==> src/rtl/adder_arbiter.sv <==
// adder_arbiter: shares one 8-bit add/sub adder between two requesters with a three-state sequencer

// Ripple-carry adder; overflow is carry into the MSB xor carry out of it
module parallel_adder (
   input  logic [7:0] a,
   input  logic [7:0] b,
   input  logic       cin,
   output logic [7:0] sum,
   output logic       cout,
   output logic       ovf
);
   logic [8:0] c;
   assign c[0] = cin;
   for (genvar g = 0; g < 8; g++) begin : g_bit
      assign sum[g]   = a[g] ^ b[g] ^ c[g];
      assign c[g+1]   = (a[g] & b[g]) | (c[g] & (a[g] ^ b[g]));
   end
   assign cout = c[8];
   assign ovf  = c[7] ^ c[8];
endmodule

module adder_arbiter #(
   parameter int RR_EN = 1
) (
   input  logic       clk,
   input  logic       rst_n,
   input  logic       req0_valid,
   output logic       req0_ready,
   input  logic [7:0] req0_a,
   input  logic [7:0] req0_b,
   input  logic       req0_sub,
   input  logic       req1_valid,
   output logic       req1_ready,
   input  logic [7:0] req1_a,
   input  logic [7:0] req1_b,
   input  logic       req1_sub,
   output logic       resp0_valid,
   input  logic       resp0_ready,
   output logic [7:0] resp0_sum,
   output logic       resp0_cout,
   output logic       resp0_ovf,
   output logic       resp1_valid,
   input  logic       resp1_ready,
   output logic [7:0] resp1_sum,
   output logic       resp1_cout,
   output logic       resp1_ovf
);
   typedef enum logic [1:0] {IDLE, CALC, RESP} state_t;
   state_t     state, state_nx;
   logic       last_grant, owner, op_sub, res_cout, res_ovf;
   logic [7:0] op_a, op_b, res_sum, add_sum;
   logic       add_cout, add_ovf, grant, any_valid, resp_fire;

   assign any_valid = req0_valid | req1_valid;
   assign grant     = (req0_valid && req1_valid) ? ((RR_EN != 0) ? ~last_grant : 1'b0) : req1_valid;
   assign resp_fire = (state == RESP) && (owner ? resp1_ready : resp0_ready);

   parallel_adder u_add (
      .a    (op_a),
      .b    (op_b ^ {8{op_sub}}),
      .cin  (op_sub),
      .sum  (add_sum),
      .cout (add_cout),
      .ovf  (add_ovf)
   );

   // State register
   always_ff @(posedge clk or negedge rst_n) begin
      if (!rst_n) state <= IDLE;
      else        state <= state_nx;
   end

   // Next state, handshakes and owner-steered response outputs
   always_comb begin
      state_nx    = state;
      req0_ready  = rst_n && (state == IDLE) && req0_valid && !grant;
      req1_ready  = rst_n && (state == IDLE) && req1_valid && grant;
      resp0_valid = (state == RESP) && !owner;
      resp1_valid = (state == RESP) && owner;
      resp0_sum   = resp0_valid ? res_sum  : 8'h00;
      resp0_cout  = resp0_valid & res_cout;
      resp0_ovf   = resp0_valid & res_ovf;
      resp1_sum   = resp1_valid ? res_sum  : 8'h00;
      resp1_cout  = resp1_valid & res_cout;
      resp1_ovf   = resp1_valid & res_ovf;
      case (state)
         IDLE:    state_nx = any_valid ? CALC : IDLE;
         CALC:    state_nx = RESP;
         RESP:    state_nx = resp_fire ? IDLE : RESP;
         default: state_nx = IDLE;
      endcase
   end

   // Operand capture on accept, result capture after CALC, grant history on response
   always_ff @(posedge clk or negedge rst_n) begin
      if (!rst_n) begin
         op_a       <= 8'h00;
         op_b       <= 8'h00;
         op_sub     <= 1'b0;
         owner      <= 1'b0;
         res_sum    <= 8'h00;
         res_cout   <= 1'b0;
         res_ovf    <= 1'b0;
         last_grant <= 1'b1;
      end else begin
         if (state == IDLE && any_valid) begin
            op_a   <= grant ? req1_a   : req0_a;
            op_b   <= grant ? req1_b   : req0_b;
            op_sub <= grant ? req1_sub : req0_sub;
            owner  <= grant;
         end
         if (state == CALC) begin
            res_sum  <= add_sum;
            res_cout <= add_cout;
            res_ovf  <= add_ovf;
         end
         if (resp_fire) last_grant <= owner;
      end
   end
endmodule

==> config.mk <==
export PLATFORM = sky130hd
export DESIGN_NAME = adder_arbiter
export DESIGN_NICKNAME = d
export VERILOG_FILES = /design/src/rtl/adder_arbiter.sv
export SDC_FILE = /design/constraint.sdc
export NUM_CORES = 1
export LEC_CHECK = 0
export CORE_AREA = 2 2 67 69
export DETAILED_ROUTE_END_ITERATION = 8
export DIE_AREA = 0 0 69 71
export GPL_ROUTABILITY_DRIVEN = 0
export PLACE_DENSITY_LB_ADDON = 0.05
export SLEW_MARGIN = 30
export SYNTH_ARGS = -nofsm -noshare
export SYNTH_HDL_FRONTEND = slang
export SYNTH_SLANG_ARGS = --single-unit
==> constraint.sdc <==
create_clock -name clk -period 4.82 [get_ports clk]
set_input_delay 0.964 -clock clk [delete_from_list [all_inputs] [get_ports clk]]
set_output_delay 0.964 -clock clk [all_outputs]
set_load 0.05 [all_outputs]
==> results.json <==
{
  "synth_simple_gate_area_share": 0.113,
  "routed_via_density": 4.83,
  "cts.root.buffer_cell": "clkbuf_8",
  "initial_antenna_violation_count": 0,
  "global_route.overflow_total": 0,
  "wire_per_inst_um": 12.4,
  "postSynthRegisterBits": 31,
  "final.setup_skew_ns": 0.00403,
  "synth-seq-area-share": 0.422,
  "design.core.area_mm2": 0.00420,
  "cts.reportedPaths.clkPinSlew_ns": 0.06,
  "multi_input_area_um2": 990,
  "clock-sinks": 31,
  "critPathRequiredTime_ns": 4.98,
  "final_layout_fill_cell_count": 348,
  "grt_pass1_wl_mm": 5.91,
  "die_h_um": 71,
  "outcome": "finished clean",
  "starting_utilization_of_the_core_area": 0.438,
  "synth.avg_cell_area_um2": 12.0,
  "p_per_area_mw_per_mm2": 620,
  "gr-usage-all-layers": 0.151,
  "min_period_ns": 3.94,
  "mappedNetlistNets": 201,
  "gates_resized_cts_repair": 0,
  "grt_setup_unrepaired": "false",
  "ios": 64,
  "die_area_mm2": 0.00490,
  "ir_worst_vdd_uv": 250,
  "area_growth_pct": 41.3,
  "synth_top_flop_cell": "dfrtp_1",
  "synth_compound_area_frac": 0.0448,
  "detail_route.wirelength_mm": 3.36,
  "cts_hold_buffers": 0,
  "timing.setup.tns_ns": 0,
  "synthArstFlopShare": 1.00,
  "antenna_cells": 0,
  "postCtsSetupBuffers": 0,
  "dp_hpwl_mm": 2.72,
  "antenna_violating_nets_post_route": 0,
  "synth_top_family_by_area": "multiplexers",
  "share_of_layout_cells_above_drive_strength_1": 0.188,
  "final-seq-area_um2": 777,
  "yosys.area.top_type": "dfrtp_1",
  "period_share": 0.817,
  "synthesis.area_mm2": 0.00184,
  "slew_headroom": 0.564,
  "route.vias.total": 1305,
  "final-max-slew-violation-count": 0,
  "synth_cells": 154,
  "startpoint_class": "flip-flop",
  "total_leakage_power_nw": 1.20,
  "grt_start_max_net_pins": 33,
  "cp-end-kind": "flip-flop",
  "crit_path_max_fanout": 9,
  "post-synth-top-area-fraction": 0.407,
  "drc_errors": 0,
  "hold_violations": 0,
  "synth_enable_flop_cells": 0,
  "min_path_type": "flip-flop to flip-flop",
  "synthAdderAreaFrac": 0.0760,
  "worst-slew-pin-transition_ns": 0.652,
  "placementRows": 24,
  "clkLatencyLatePin_ns": 0.28,
  "max_freq_mhz": 254,
  "max_cap_viol_count": 0,
  "count_of_distinct_cell_types_in_the_synthesized_netlist": 26,
  "synth.mux.area_fraction": 0.256,
  "timing.critical_path.arrival_ns": 4.10,
  "tritoncts": "built",
  "vias_in_the_first_global_route": 1304,
  "ctsHtreeMaxLevel": 2,
  "finalSetupViolCount": 0,
  "first_pass_iters": 3,
  "yosysWarnings": 0,
  "finalNetCount": 264,
  "criticalPathCategory": "flip-flop to flip-flop",
  "dieWidth_um": 69,
  "drtIter0Drc": 28,
  "numCtsBuffers": 5,
  "synthTopCellsByArea": "dfrtp_1, mux2_2, mux2_4",
  "post_synth_xor_area_fraction": 0.0428,
  "port_buffers": 63,
  "ctsLongestPathBuffers": 2,
  "post_route_core_utilization": 0.620
}
## synthesized netlist by cell type (5+ instances only)
cell type and number:
dfrtp_1 30, mux2_2 17, mux2_4 12, and2_1 11
and3_1 10, mux2i_1 10, nand2_1 9, inv_1 8
o21ai_0 8, fa_1 7, xnor2_1 6, clkbuf_1 5
## state kept, by name, indices dropped and copies added (netlist names)
signal and cells:
last_grant 1, op_a 8, op_b 8, op_sub 1
owner 1, res_cout 1, res_ovf 1, res_sum 8
state 2
## final cells by class
cell class / count / share of cell area
multi-input combinational: 106 / 0.380
sequential: 31 / 0.298
timing repair buffer: 65 / 0.247
clock buffer: 8 / 0.0384
tap: 52 / 0.0250
inverter: 8 / 0.0115
## layout by cell type, fill, tap and decap left out, types with 7 or more instances in the layout
cell type / instances
and2_1: 11
clkbuf_8: 7
and3_1: 10
mux2_4: 12
dfrtp_1: 30
clkdlybuf4s50_1: 62
fa_1: 7
inv_1: 8
nand2_1: 9
mux2_2: 17
mux2i_1: 10
o21ai_0: 8
## logic make-up (layout without fill, tap and decap cells)
group | Yosys count | after routing
xor+xnor | 9 | 9
buf+inv | 17 | 81
fa+ha+maj | 7 | 7
mux | 39 | 39
compound gates | 13 | 13
simple gates | 38 | 38
flops | 31 | 31
## power breakdown
group	leakage, nW	switching, mW	internal (mW)
logic	0.784	0.465	0.425
registers	0.369	0.108	0.399
clock network	0.0515	0.0886	0.130
## metal layers
| layer | global-route usage | routed length (um) | share of wire | vias up |
|---|---|---|---|---|
| li1 | - | - | - | 646 |
| met2 | 0.259 | 1640 | 0.49 | 51 |
| met4 | 0.0436 | 34 | 0.010 | 0 |
| met5 | 0 | 0 | 0 | - |
| met1 | 0.180 | 1440 | 0.43 | 604 |
| met3 | 0.0541 | 249 | 0.074 | 4 |
## critical path, cell delays in order (launching register included)
cell     delay [ns]
dfrtp_1        0.57
xor2_1         0.26
fa_1           0.21
inv_1          0.05
fa_1           0.37
fa_1           0.39
fa_1           0.39
fa_1           0.40
fa_1           0.42
inv_1          0.09
fa_1           0.41
mux2_2         0.27
## final timing paths
path / from / end / slack [ns] / depth (start not counted)
max reg2reg: op_sub / res_sum[7] / 0.88 / 11
min reg2reg: res_sum[4] / res_sum[4] / 0.49 / 2
min in group asynchronous: rst_n / state[1] / 1.14 / 2
max: op_sub / res_sum[7] / 0.88 / 11
max in group asynchronous: rst_n / last_grant / 3.37 / 2
min: res_sum[4] / res_sum[4] / 0.49 / 2
## stage by stage
stage	setup WS [ns]	cell area [um2]	hold slack (ns)	total power, mW	cells
after global routing	0.691	2610	0.543	1.79	270
final	0.882	2610	0.491	1.62	270
after floorplan	0.974	1840	0.456	1.18	154
after CTS	0.839	2600	0.496	1.65	270
after global placement	1.01	2500	0.476	1.37	262
after detailed placement	0.845	2500	0.481	1.43	262
Note: power is estimated with default switching activity, not from simulation.
